==> config.mk <==
export PLATFORM = sky130hd
export DESIGN_NAME = id_ex_skid
export DESIGN_NICKNAME = d
export VERILOG_FILES = /design/src/rtl/id_ex_skid_pkg.sv /design/src/rtl/id_ex_skid_pipe_skid_buf.sv /design/src/rtl/id_ex_skid.sv
export SDC_FILE = /design/constraint.sdc
export NUM_CORES = 1
export LEC_CHECK = 0
export ABC_AREA = 1
export BUFFER_PORTS_ARGS = -buffer_cell sky130_fd_sc_hd__clkbuf_2
export CAP_MARGIN = 40
export CORE_UTILIZATION = 40
export CTS_CLUSTER_DIAMETER = 50
export DETAILED_ROUTE_END_ITERATION = 6
export SYNTH_ARGS = -nofsm -noshare
export SYNTH_HDL_FRONTEND = slang
export SYNTH_HIERARCHICAL = 1
export SYNTH_SLANG_ARGS = --single-unit
export TNS_END_PERCENT = 5
==> constraint.sdc <==
create_clock -name Clk -period 3.6 [get_ports Clk]
set_input_delay 1.08 -clock Clk [delete_from_list [all_inputs] [get_ports Clk]]
set_output_delay 1.08 -clock Clk [all_outputs]
set_load 0.005 [all_outputs]
==> src/rtl/id_ex_skid_pkg.sv <==
// Shared widths, NOP encoding and skid-buffer state encodings for the ID/EX boundary.
package id_ex_skid_pkg;

  localparam int AluOpBus   = 8;
  localparam int AluSelBus  = 3;
  localparam int RegBus     = 32;
  localparam int RegAddrBus = 5;

  localparam logic [AluOpBus-1:0]   EXE_NOP_OP   = 8'h00;
  localparam logic [AluSelBus-1:0]  EXE_RES_NOP  = 3'b000;
  localparam logic [RegBus-1:0]     ZeroWord     = 32'h0000_0000;
  localparam logic [RegAddrBus-1:0] NOPRegAddr   = 5'b00000;
  localparam logic                  WriteDisable = 1'b0;

  typedef enum logic [1:0] {
    EMPTY = 2'b00,
    ONE   = 2'b01,
    FULL  = 2'b10
  } skid_state_e;

endpackage

==> src/rtl/id_ex_skid_pipe_skid_buf.sv <==
// Generic W-bit two-entry skid buffer with valid/ready on both sides and synchronous flush.
// Ready is decoded from registered state only, so no combinational ready path crosses it.
module id_ex_skid_pipe_skid_buf
  import id_ex_skid_pkg::*;
#(
  parameter int             W       = 8,
  parameter logic [W-1:0]   NOP_VAL = '0
) (
  input  logic         clk_i,
  input  logic         rst_n_i,
  input  logic         flush_i,
  input  logic         in_valid_i,
  output logic         in_ready_o,
  input  logic [W-1:0] in_data_i,
  output logic         out_valid_o,
  input  logic         out_ready_i,
  output logic [W-1:0] out_data_o
);

  skid_state_e  state_q, state_d;
  logic [W-1:0] main_q, main_d;
  logic [W-1:0] skid_q, skid_d;
  logic         accept, drain;

  assign out_valid_o = (state_q != EMPTY);
  assign in_ready_o  = (state_q != FULL);
  assign out_data_o  = main_q;
  assign accept      = in_valid_i & in_ready_o;
  assign drain       = out_valid_o & out_ready_i;

  always_comb begin
    state_d = state_q;
    main_d  = main_q;
    skid_d  = skid_q;
    if (flush_i) begin
      // A drain in this cycle still completes downstream; an offered input is dropped.
      state_d = EMPTY;
      main_d  = NOP_VAL;
      skid_d  = NOP_VAL;
    end else begin
      case (state_q)
        EMPTY: begin
          if (accept) begin
            state_d = ONE;
            main_d  = in_data_i;
          end
        end
        ONE: begin
          if (accept && drain) begin
            main_d = in_data_i;
          end else if (accept) begin
            state_d = FULL;
            skid_d  = in_data_i;
          end else if (drain) begin
            state_d = EMPTY;
            main_d  = NOP_VAL;
          end
        end
        FULL: begin
          if (drain) begin
            state_d = ONE;
            main_d  = skid_q;
            skid_d  = NOP_VAL;
          end
        end
        default: begin
          state_d = EMPTY;
          main_d  = NOP_VAL;
          skid_d  = NOP_VAL;
        end
      endcase
    end
  end

  always_ff @(posedge clk_i or negedge rst_n_i) begin
    if (!rst_n_i) begin
      state_q <= EMPTY;
      main_q  <= NOP_VAL;
      skid_q  <= NOP_VAL;
    end else begin
      state_q <= state_d;
      main_q  <= main_d;
      skid_q  <= skid_d;
    end
  end

endmodule

==> src/rtl/id_ex_skid.sv <==
// ID->EX pipeline register built on a two-entry skid buffer, with flush, NOP forcing and an
// optional EX stall counter enabled by ID_EX_STALL_CNT_EN (port tied to zero otherwise).
module id_ex_skid
  import id_ex_skid_pkg::*;
#(
  parameter int ALUOP_W  = AluOpBus,
  parameter int ALUSEL_W = AluSelBus,
  parameter int REG_W    = RegBus,
  parameter int ADDR_W   = RegAddrBus
) (
  input  logic                Clk,
  input  logic                Rst_n,
  input  logic                flush,
  input  logic                id_valid,
  output logic                id_ready,
  input  logic [ALUOP_W-1:0]  id_aluop,
  input  logic [ALUSEL_W-1:0] id_alusel,
  input  logic [REG_W-1:0]    id_reg1,
  input  logic [REG_W-1:0]    id_reg2,
  input  logic [ADDR_W-1:0]   id_wd,
  input  logic                id_wreg,
  output logic                ex_valid,
  input  logic                ex_ready,
  output logic [ALUOP_W-1:0]  ex_aluop,
  output logic [ALUSEL_W-1:0] ex_alusel,
  output logic [REG_W-1:0]    ex_reg1,
  output logic [REG_W-1:0]    ex_reg2,
  output logic [ADDR_W-1:0]   ex_wd,
  output logic                ex_wreg,
  output logic [31:0]         stall_cnt
);

  localparam int BW = ALUOP_W + ALUSEL_W + 2 * REG_W + ADDR_W + 1;
  localparam logic [BW-1:0] NOP_BUNDLE = {ALUOP_W'(EXE_NOP_OP), ALUSEL_W'(EXE_RES_NOP),
                                          REG_W'(ZeroWord), REG_W'(ZeroWord),
                                          ADDR_W'(NOPRegAddr), WriteDisable};

  logic [BW-1:0] in_bundle, out_bundle;
  logic          out_valid;

  assign in_bundle = {id_aluop, id_alusel, id_reg1, id_reg2, id_wd, id_wreg};

  id_ex_skid_pipe_skid_buf #(
    .W       (BW),
    .NOP_VAL (NOP_BUNDLE)
  ) u_skid (
    .clk_i       (Clk),
    .rst_n_i     (Rst_n),
    .flush_i     (flush),
    .in_valid_i  (id_valid),
    .in_ready_o  (id_ready),
    .in_data_i   (in_bundle),
    .out_valid_o (out_valid),
    .out_ready_i (ex_ready),
    .out_data_o  (out_bundle)
  );

  // The buffer already parks NOP in empty slots; the mux keeps ex_wreg low when idle regardless.
  assign ex_valid = out_valid;
  assign {ex_aluop, ex_alusel, ex_reg1, ex_reg2, ex_wd, ex_wreg} =
    out_valid ? out_bundle : NOP_BUNDLE;

`ifdef ID_EX_STALL_CNT_EN
  logic [31:0] stall_cnt_q, stall_cnt_d;

  always_comb begin
    stall_cnt_d = stall_cnt_q;
    if (ex_valid && !ex_ready && (stall_cnt_q != 32'hFFFF_FFFF))
      stall_cnt_d = stall_cnt_q + 32'd1;
  end

  always_ff @(posedge Clk or negedge Rst_n) begin
    if (!Rst_n) stall_cnt_q <= 32'd0;
    else        stall_cnt_q <= stall_cnt_d;
  end

  assign stall_cnt = stall_cnt_q;
`else
  assign stall_cnt = 32'd0;
`endif

endmodule

==> run metrics <==
post-route ant nets=0; CTS H-tree depth=4; post-synthesis cell count=roughly 1.5k; Setup violations, final=0; I/O pins=201; Largest delay share family, worst path=buffers and inverters; placer congestion estimate=approximately 0.75; worst-margin pin slew=around 0.87 ns; die width=roughly 160 um; CTS sink cnt=approximately 160; worst r2r src=u_skid/state_q[1]; num rows=between 50 and 60; register area share after synthesis=41.60%; CTS Buffer Depth=2; FMAX=around 300 MHz; DRT Pass-1 Iters=5; unique cell type count in the Yosys netlist=22; max_slew headroom=roughly two fifths; Post-CTS Setup Inserts=0; crit path launch type=flip-flop; Fin. Hold Viols=0; clk slew on worst S/H paths=around 0.070 ns; ANT cells=0; shortest period the worst path allows=around 3.3 ns; R2R Setup Slk=around 1.2 ns; pins over their slew limit=0; share of layout cells above drive strength 1=~14%; Post-Syn Area=0.009864 sq mm; element type at the critical path end=primary output; Synth warnings=6; Area growth syn-to-layout=13.96%; via count=8,942; Mean Syn Cell Area=roughly 6.5 sq um; Max rail drop VDD=279.4 uV; clock buffers created by TritonCTS=17; Min-Delay Path Class=reg -> reg; register area=around 0.004 sq mm; slowest CP cell=dfrtp_1; DRT iter0 DRCs=748; Post-synth EDFFs=0; Crit path arrival time=2.17 ns; WP buf/inv=4; PwrDens=461.0 mW/mm^2; status=finished, final reports clean; worst r2r dst=u_skid/out_data_o[37]; DP Wirelength=roughly 15 mm; crit share post-route=between 90% and 100%; Hold Path Stages=2; leakage power=~7.0 nW; Seq cells post-synth=between 150 and 200; top cells by area, synth=dfrtp_1, nand2_1, nand3_1, inv_1, o21ai_1; share of the synthesized area in the top cell type=about two fifths; Critical Path Fanout Max=53; total global routing overflow=0; die area=between 0.02 and 0.03 sq mm; clock tree from TritonCTS=done; most frequent cell after synthesis=nand2_1; Post-CTS Resized=0; asr flop ratio synth=100.0%; Root Driver=clkbuf_16; Crit. Startpoint=u_skid/state_q[0]; max incr delay on CP=approximately 0.55 ns; CP Data Required Time=roughly 2.5 ns; commonest register cell after synthesis=dfrtp_1; area of the core=between 0.02 and 0.025 sq mm; Die Ht=159.0 um; gr usage total=about a fifth; wire length per cell=between 10 and 15 um; most frequent cells after synthesis=nand2_1, inv_1, dfrtp_1; CP cell instances=nor2_4, clkinv_2, buf_12, nand2_1, inv_1, clkbuf_2; first-pass GRT wire length=43.48 mm; vias per inst=between 4 and 5; largest net degree at the start of global routing=164; RSZ-0062 raised after global routing=false; CP Class=reg -> out; drt total wl=roughly 26 mm; clk_lat worst skew=approximately 0.42 ns; Worst Setup EP=ex_reg1[12]; CTS Hold Bufs=0; vias in the first global route=between 8k and 9k; cells on worst reg2reg path=10; area of the multi-input gates=approximately 0.0043 sq mm; post-route cell area=approximately 0.011 sq mm; setup TNS=0 ns; Port Buffers=~170; number of fill cells=roughly 2.5k; Starting Density=40.68%; CP Depth=6; Placed Instances=around 1.9k; Finished Layout Cells=between 1.5k and 2k; DRC=0; Final #Nets=1,706; Post-Route Skew=0.01270 ns; max cap viols=0; initial antenna violation count=0; leading area contributor after synthesis=dfrtp_1; Placed Area=between 0.01 and 0.015 sq mm
logic make-up after synthesis:
family	synth area share, %
and+or+nand+nor	37.72
buffers and inverters	16.39
DFF	41.60
AOI/OAI and AO/OA	4.249
other	0.03802
routing by layer:
layer	routed length, um	vias up	global-route usage (%)	share of wire (%)
met5	0	-	0	0
met4	229	0	4.458	0.88
met3	1347	16	4.585	5.2
met2	11760	245	33.83	45
met1	12710	4004	30.00	49
li1	-	4677	-	-
worst reg2reg max path, delay by kind of cell, from the launching register on:
family | cells | cell delay (ns)
buf+inv | 4 | 1.30
flops | 1 | 0.44
simple gates | 6 | 0.59
worst min-delay path by stage:
| stage | from | to | slack, ns |
|---|---|---|---|
| global route | u_skid/out_data_o[55] | u_skid/out_data_o[55] | 0.50 |
| floorplan | u_skid/out_data_o[0] | u_skid/out_data_o[0] | 0.45 |
| CTS | u_skid/out_data_o[61] | u_skid/out_data_o[61] | 0.48 |
| finish | u_skid/out_data_o[53] | u_skid/out_data_o[53] | 0.48 |
| detailed placement | u_skid/out_data_o[52] | u_skid/out_data_o[52] | 0.47 |
| global placement | u_skid/out_data_o[29] | u_skid/out_data_o[29] | 0.46 |
flip-flops by register name (all words and copies together), names as in the netlist:
| signal | flops |
|---|---|
| u_skid/out_data_o | 81 |
| u_skid/skid_q | 81 |
| u_skid/state_q | 2 |
cells in the final DEF (no fill, tap or decap):
cell,synthesis,final
inv_2,4,4
buf_12,0,8
buf_16,0,1
nand3_4,1,1
nand2_1,668,666
clkbuf_2,0,167
o21ai_1,66,66
o31ai_1,1,1
nand2_2,3,5
inv_6,0,1
nor2_4,1,2
conb_1,1,32
bufinv_16,0,2
buf_4,36,7
clkinvlp_4,0,4
a31oi_1,1,1
nor2_1,85,85
dfrtp_1,164,163
clkbuf_16,0,17
nand3_2,1,1
o21ai_0,15,15
clkinv_2,0,6
dfrtp_4,0,1
clkbuf_1,19,2
inv_1,211,208
buf_6,18,1
clkbuf_8,0,1
nand3_1,162,162
nor2_8,1,1
cell type report:
class / count / area share, %
clock buffers: 20 / 3.973
clock inverters: 10 / 0.9794
inverters: 215 / 7.245
multi-input cells: 1038 / 37.99
flip-flops and latches: 164 / 36.54
well taps: 324 / 3.606
repair buffers: 184 / 9.672
power breakdown:
group / leakage [nW] / total [mW] / switching, mW / internal, mW
clock network: 0.264 / 1.77 / 0.745 / 1.03
logic: 4.51 / 1.24 / 0.856 / 0.382
registers: 2.21 / 2.17 / 0.127 / 2.05
total: 6.99 / 5.18 / 1.73 / 3.45
per-stage QoR:
stage                     utilization [%]  hold slack [ns]  setup slack, ns  power, mW
after detailed placement            44.07           0.4657           0.7629      3.452
after floorplan                         -           0.4494            1.103      3.080
after CTS                           46.36           0.4826           0.3035      5.248
after global routing                46.36           0.4982           0.1724      5.521
after global placement              43.95           0.4632           0.8356      3.429
final                               46.36           0.4780           0.3484      5.182
Power figures use the tool's default switching activity.
